File: config.mk
export PLATFORM = sky130hd
export DESIGN_NAME = img_frame_sched
export DESIGN_NICKNAME = d
export VERILOG_FILES = /design/src/rtl/img_proc_pkg.sv /design/src/rtl/img_occ_counter.sv /design/src/rtl/img_frame_sched.sv
export SDC_FILE = /design/constraint.sdc
export NUM_CORES = 1
export LEC_CHECK = 0
export ABC_CLOCK_PERIOD_IN_PS = 2100
export CORE_MARGIN = 1.5
export CORE_UTILIZATION = 43
export CTS_CLUSTER_DIAMETER = 200
export DETAILED_ROUTE_END_ITERATION = 6
export GPL_ROUTABILITY_DRIVEN = 0
export PLACE_DENSITY = 0.79
export SLEW_MARGIN = 15
export SYNTH_ARGS = -nofsm -noshare
export SYNTH_HDL_FRONTEND = slang
export SYNTH_SLANG_ARGS = --single-unit
File: constraint.sdc
create_clock -name clk -period 2.1 [get_ports clk]
set_input_delay 0.42 -clock clk [delete_from_list [all_inputs] [get_ports clk]]
set_output_delay 0.42 -clock clk [all_outputs]
set_load 0.1 [all_outputs]
File: src/rtl/img_proc_pkg.sv
// img_proc_pkg: shared FSM state encoding and counter-width helpers for the frame scheduler
package img_proc_pkg;
  typedef enum logic [1:0] {IDLE = 2'd0, STREAM = 2'd1, DRAIN = 2'd2, DONE = 2'd3} state_t;
  localparam int STALL_W = 32;
  function automatic int cnt_w(input int max_val);
    return (max_val < 1) ? 1 : $clog2(max_val + 1);
  endfunction
endpackage

File: src/rtl/img_occ_counter.sv
// img_occ_counter: up/down occupancy counter saturating at 0 and MAX; inc+dec together holds
module img_occ_counter #(
  parameter int MAX = 4,
  parameter int W = 3
) (
  input  logic         clk,
  input  logic         rst,
  input  logic         clr,
  input  logic         inc,
  input  logic         dec,
  output logic [W-1:0] cnt
);
  // occupancy register; simultaneous inc/dec cancels out
  always_ff @(posedge clk) begin
    if (rst || clr) cnt <= '0;
    else if (inc && !dec && cnt != W'(MAX)) cnt <= cnt + 1'b1;
    else if (dec && !inc && cnt != '0) cnt <= cnt - 1'b1;
  end
endmodule

File: src/rtl/img_frame_sched.sv
// img_frame_sched: feeds one frame of pixels into a line-buffered 3x3 window core with flow control (optional stall counter: IMG_SCHED_STALL_CNT_EN)
module img_frame_sched
  import img_proc_pkg::*;
#(
  parameter int DATA_WIDTH = 8,
  parameter int IMG_WIDTH = 512,
  parameter int IMG_HEIGHT = 512,
  parameter int NUM_BUFS = 4
) (
  input  logic                  clk,
  input  logic                  rst,
  input  logic                  start,
  input  logic [DATA_WIDTH-1:0] s_pixel,
  input  logic                  s_valid,
  output logic                  s_ready,
  output logic [DATA_WIDTH-1:0] core_pixel,
  output logic                  core_pixel_valid,
  input  logic                  core_line_done,
  output logic                  busy,
  output logic                  frame_done,
  input  logic                  done_clr,
  output logic [STALL_W-1:0]    stall_cycles
);
  localparam int PW = cnt_w(IMG_WIDTH - 1);
  localparam int LW = cnt_w(IMG_HEIGHT);
  localparam int OW = cnt_w(NUM_BUFS);
  state_t state, nxt;
  logic [PW-1:0] pix_cnt;
  logic [LW-1:0] in_lines, out_lines;
  logic [OW-1:0] occ;
  logic go, xfer, line_end, last_line, cld;
  assign go = (state == IDLE) && start;
  // rst gates s_ready so no pixel can slip through in the aborting cycle
  assign s_ready = !rst && (state == STREAM) && (occ < OW'(NUM_BUFS));
  assign xfer = s_valid && s_ready;
  assign core_pixel = s_pixel;
  assign core_pixel_valid = xfer;
  assign line_end = xfer && (pix_cnt == PW'(IMG_WIDTH - 1));
  assign last_line = line_end && (in_lines == LW'(IMG_HEIGHT - 1));
  assign cld = core_line_done && (state == STREAM || state == DRAIN);
  assign busy = (state != IDLE);
  assign frame_done = (state == DONE);
  // state register
  always_ff @(posedge clk) begin
    if (rst) state <= IDLE;
    else state <= nxt;
  end
  // next-state logic; start and done_clr only matter in their own states
  always_comb begin
    nxt = state;
    case (state)
      IDLE:    nxt = start ? STREAM : IDLE;
      STREAM:  nxt = last_line ? DRAIN : STREAM;
      DRAIN:   nxt = (out_lines >= LW'(IMG_HEIGHT - 2)) ? DONE : DRAIN;
      DONE:    nxt = done_clr ? IDLE : DONE;
      default: nxt = IDLE;
    endcase
  end
  // pixel/line position and consumed-line count, cleared at frame start
  always_ff @(posedge clk) begin
    if (rst || go) begin
      pix_cnt <= '0;
      in_lines <= '0;
      out_lines <= '0;
    end else begin
      if (xfer) pix_cnt <= line_end ? '0 : pix_cnt + 1'b1;
      if (line_end) in_lines <= in_lines + 1'b1;
      if (cld && out_lines != LW'(IMG_HEIGHT)) out_lines <= out_lines + 1'b1;
    end
  end
  img_occ_counter #(.MAX(NUM_BUFS), .W(OW)) u_occ (
    .clk(clk),
    .rst(rst),
    .clr(go),
    .inc(line_end),
    .dec(cld),
    .cnt(occ)
  );
`ifdef IMG_SCHED_STALL_CNT_EN
  logic [STALL_W-1:0] stall_q;
  // saturating count of cycles where upstream offers a pixel we cannot take
  always_ff @(posedge clk) begin
    if (rst || go) stall_q <= '0;
    else if (s_valid && !s_ready && state != IDLE && stall_q != '1) stall_q <= stall_q + 1'b1;
  end
  assign stall_cycles = stall_q;
`else
  assign stall_cycles = '0;
`endif
endmodule
After elaboration in Yosys (flattened, before gate mapping)
Cells that the tools add are included.

Register bits: 34. Input bits: 14. Logic and storage cells: 48.

Reductions and logical operators: 21. Equality and inequality tests: 7. $add $sub $neg: 5. Order comparisons: 2. Muxes and demuxes: 8.

Operators by type and width (count): 10-bit by 1-bit adder with 10-bit output, second input constant (2); 1-bit logical AND (12); 10-bit by 9-bit equality test with 1-bit output, second input constant (1); 10-bit by 9-bit greater-or-equal comparator with 1-bit output, second input constant (1); 10-bit != test, second input constant (1); 9-bit by 1-bit adder with 9-bit output, second input constant (1); 9-bit equality test, second input constant (1); 9-bit two-way mux (1); 2-bit case mux with 4 select lines (1); 3-bit two-way mux (2); 2-bit equality test, second input constant (2); 2-bit two-way mux (2); 2-bit nonzero test (2); 3-bit by 1-bit adder with 3-bit output, second input constant (1); 1-bit zero test (3); 3-bit less-than comparator, second input constant (1); 3-bit != test, second input constant (1); 3-bit nonzero test (1); 3-bit by 1-bit subtractor with 3-bit output, second input constant (1); 2-bit by 1-bit equality test with 1-bit output, second input constant (1); 2-bit zero test (1); 1-bit logical OR (2); 1-bit two-way mux (2).

Logic depth before layout (Yosys ltp)
Word-level depth: 10. Gate-level depth with buffers: 10. Depth with buffers taken out: 9.

Cells and area by module
From an unflattened synthesis, not the netlist that was laid out.

Cells, all modules: 248. Area total of the unflattened synthesis: 2093.3 µm².

Modules (own cells, without submodules): img_frame_sched (area an instance 1874.3 µm², instances 1, cells each 225, seq. area each 620.6 µm²); img_occ_counter (area an instance 219.0 µm², instances 1, cells each 23, seq. area each 60.1 µm²).

Worst setup path before layout
Ideal clock, no wire load.

Kind: register to output. Start point: reg state[1]. End point: out s_ready. Cell stages (with the launch flop): 4. Required time: 1.680 ns. Slack: -1.075 ns. Arrival time: 2.755 ns. Cells stage by stage: dfxtp_1 inv_1 ha_1 nor3b_1.

Cells in the longest elaborated chain, start to end: 3.

Ends and longest elaborated chain: start, declared (line img_frame_sched.sv:27) `state_t state, nxt;`; start signal, assigned (line img_frame_sched.sv:46) `else state <= nxt;`; 2-bit by 1-bit equality test with 1-bit output (line img_frame_sched.sv:34) `assign s_ready = !rst && (state == STREAM) && (occ < OW'(NUM_BUFS));`; 1-bit logical AND (2 in series) (line img_frame_sched.sv:34); end, declared (line img_frame_sched.sv:15) `output logic s_ready,`.

No other way between the ends.

Worst setup path after layout
Start point: reg state[0]. End point: reg u_occ.cnt[1].

Cells in the longest elaborated chain, start to end: 9. Elaborated cells on any way between the ends: 19.

Ends and longest elaborated chain: 2-bit by 1-bit equality test with 1-bit output (line img_frame_sched.sv:34, img_frame_sched.sv:40); 1-bit logical AND (2 in series) (line img_frame_sched.sv:34); 1-bit logical AND (line img_frame_sched.sv:35) `assign xfer = s_valid && s_ready;`; 1-bit logical AND (line img_frame_sched.sv:38) `assign line_end = xfer && (pix_cnt == PW'(IMG_WIDTH - 1));`; 1-bit zero test (line img_occ_counter.sv:17) `else if (dec && !inc && cnt != '0) cnt <= cnt - 1'b1;`; 1-bit logical AND (2 in series) (line img_occ_counter.sv:17); 2-bit nonzero test (no line); end signal, assigned (line img_occ_counter.sv:16) `else if (inc && !dec && cnt != W'(MAX)) cnt <= cnt + 1'b1;`; end signal, assigned (line img_occ_counter.sv:17); end, declared (line img_occ_counter.sv:11) `output logic [W-1:0] cnt`.

Several ways; a longest one is shown, not always the timed one. A chain may end at the register's enable or synchronous reset.

==> reports/metrics.yaml <==
worst_setup_path:
  crit_path_end_kind: "register"
  r2r_cells: 8
  r2r-start: "state[0]$_SDFF_PP0_"
  r2r_slack_ns: 0.09
  critPathArrivalTime_ns: 2.24
  path_class: "reg2reg"
  start_kind: "register"
  crit_fanout: 3
  required_ns: 2.33
  r2r-end: "u_occ.cnt[1]$_SDFFE_PP0P_"
sta:
  slew_violations: 0
  rsz0062_at_grt: "false"
  hold_viol_final: 0
  fin_ws_ns: 0.0876
  fmax_mhz: 497
  tns_ns: 0
  finalSetupViolCount: 0
  min_period_over_period_pct: 95.8
  final.setup_skew_ns: 0.0106
  fin_crit_ns: 2.01
route:
  wl_per_cell_um: 12.2
  vias_per_cell: 5.05
  remaining_drc_errors: 0
  drt_iter0_markers: 98
  vias: 1581
  routed_wl_um: 3820
  ant_nets: 0
  drt-pass1-iter-count: 4
global_routing:
  grt_max_degree: 23
  gr-total-overflow: 0
  grtUsageTotal_pct: 15.9
  grt_pass1_wl_um: 6420
  antenna_found_initial: 0
  grt_pass1_vias: 1487
logic_synthesis:
  ys_async_sr_fraction_pct: 0
  ys_dominant_reg_cell: "dfxtp_1"
  ys_warn_count: 0
  synth_edf_count: 0
  avgSynthCellArea_um2: 8.40
  netlist-cell-type-count: 41
  syn_area_mm2: 0.00204
  ys_ff_latch: 34
  ys_seq_area_share_pct: 33.3
  syn_inst: 243
layout:
  areaGrowthSynthToFinish_pct: 11.9
  drive_gt1_share_pct: 15.7
  fillerInstances: 401
  nNetsFinal: 286
  antenna_cells: 0
run_status:
  status: "finished, final reports clean"
pwr:
  ir_drop_mv: 0.284
  p_sw_uw: 572
  seq_power_share_pct: 42.6
  total_power_uw: 1540
  pwr-share-comb_pct: 24.8
  switching_share_pct: 37.1
  pwr-share-clk_pct: 32.6
  p_per_area_mw_per_mm2: 675
  leakagePower_uw: 0.000849
  intPower_uw: 969
min_path:
  hold_path_class: "in2reg"
  whs_path_depth: 3
  holdCritStartpoint: "rst"
  hold_path_end: "state[0]$_SDFF_PP0_"
clock_tree:
  clockBufferDepth: 2
  cts_sinks: 34
  cts-htree-levels: 2
  cts_hold_buf: 0
  clkLatencyLatePin_ns: 0.30
  clk_pin_slew_ns: 0.07
  cts_setup_buffers: 0
  cts_tree: "built"
  clockRootBuffer: "clkbuf_8"
  cts_made_buffers: 5
floorplan:
  initial_core_util_pct: 45.6
  die_x_um: 71.9
  fp.coreArea_mm2: 0.00447
  io_pins: 58
  rows: 24
  dieHeight_um: 71.9
  die-area_mm2: 0.00517
run:
  cap_violations: 0
placed_design:
  dp_worst_setup_slack_ns: -0.243
  dp_hpwl_um: 2750
  io_buffers: 9
==> flip-flops by register name (all words and copies together), names as in the netlist <==
register / cells
state: 2
u_occ.cnt: 3
out_lines: 10
in_lines: 10
pix_cnt: 9
==> synthesized netlist by cell type, types with 2 or more instances <==
cell type | number | area share, %
dfxtp_1 | 34 | 33
inv_1 | 11 | 2.0
xor2_1 | 7 | 3.0
xnor2_1 | 13 | 5.6
nand2_1 | 17 | 3.1
clkbuf_1 | 2 | 0.37
a21o_1 | 2 | 0.74
ha_1 | 11 | 6.7
nand3_1 | 12 | 2.9
nor2_1 | 25 | 4.6
a221o_1 | 2 | 0.98
nand4_1 | 9 | 2.8
buf_2 | 2 | 0.49
nor3_1 | 8 | 2.0
o21ai_0 | 7 | 1.7
a21oi_1 | 11 | 2.7
buf_4 | 40 | 15
nor4_1 | 4 | 1.2
or3_1 | 3 | 0.92
a31oi_1 | 2 | 0.61
==> cells by family after synthesis <==
| family | share of synthesized area (%) |
|---|---|
| other cells | 0.184 |
| xor+xnor | 8.58 |
| simple gates | 22.4 |
| fa+ha+maj | 7.72 |
| buf+inv | 18.7 |
| compound gates | 9.07 |
| flops | 33.3 |
==> power groups by stage <==
stage	Clock [µW]	Combinational [µW]	Sequential (µW)
finish	503	383	656
global route	537	396	656
CTS	508	378	655
detailed placement	0	377	669
global placement	0	374	669
floorplan	0	443	668
==> layout by cell type, fill, tap and decap left out, types with 2 or more instances in the layout <==
cell type / n
conb_1: 32
dfxtp_1: 30
nor2_1: 25
nand2_1: 16
buf_4: 15
xnor2_1: 13
nand3_1: 11
a21oi_1: 11
inv_1: 10
nand4_1: 9
nor3_1: 8
ha_1: 8
o21ai_0: 7
xor2_1: 7
clkbuf_8: 6
clkdlybuf4s50_1: 4
or3_1: 3
nor4_1: 3
dfxtp_2: 3
buf_12: 3
a21o_1: 2
a31oi_1: 2
a221o_1: 2
ha_4: 2
==> layout make-up <==
type	count	area, µm²	share of cell area [%]
multi-input cells	183	1150	50.4
flip-flops and latches	34	688	30.1
repair buffers	24	236	10.4
clock buffers	7	86.3	3.78
well taps	52	65.1	2.85
inverters	12	52.6	2.30
clock inverters	1	5.00	0.219
==> worst max-delay path by stage <==
| stage | start | endpoint | slack (ns) | cells after the start |
|---|---|---|---|---|
| 2_1_floorplan | pix_cnt[0]$_SDFFE_PP0P_ | u_occ.cnt[1]$_SDFFE_PP0P_ | 0.03 | 10 |
| 3_3_place_gp | rst | u_occ.cnt[1]$_SDFFE_PP0P_ | -0.16 | 9 |
| 3_5_place_dp | rst | u_occ.cnt[2]$_SDFFE_PP0P_ | -0.24 | 9 |
| 4_1_cts | state[1]$_SDFF_PP0_ | u_occ.cnt[2]$_SDFFE_PP0P_ | 0.008 | 10 |
| 5_1_grt | state[1]$_SDFF_PP0_ | u_occ.cnt[1]$_SDFFE_PP0P_ | 0.02 | 10 |
| 6_report | state[0]$_SDFF_PP0_ | u_occ.cnt[1]$_SDFFE_PP0P_ | 0.09 | 8 |
==> critical path, stage by stage (launching register included) <==
cell and delay, ns:
dfxtp_4 0.37, inv_1 0.08, ha_1 0.34, nand2_2 0.10
nand3_2 0.10, fa_2 0.53, inv_1 0.04, a221o_1 0.26
a21oi_1 0.13
==> per-layer routing <==
layer	part of all wire, %	vias to the layer above	global-route usage (%)
met3	6.4	7	5.83
met2	47	50	24.9
met1	45	737	18.3
met4	1.9	0	10.5
li1	-	787	-
met5	0	-	0
==> what timing repair did <==
action,CTS,global route
hold endpoints to repair,0,0
gates resized for setup,1,15
endpoints found under the setup margin,1,3
pin swaps,0,2
==> stage by stage <==
step / util, % / hold WS (ns) / area [µm²] / cells
floorplan: - / 0.441 / 2180 / 274
global placement: 47.8 / 0.446 / 2140 / 305
detailed placement: 47.8 / 0.466 / 2140 / 305
CTS: 49.9 / 0.475 / 2230 / 313
global route: 51.1 / 0.510 / 2280 / 313
finish: 51.1 / 0.469 / 2280 / 313
No activity file was read; power rests on OpenSTA's default activity.
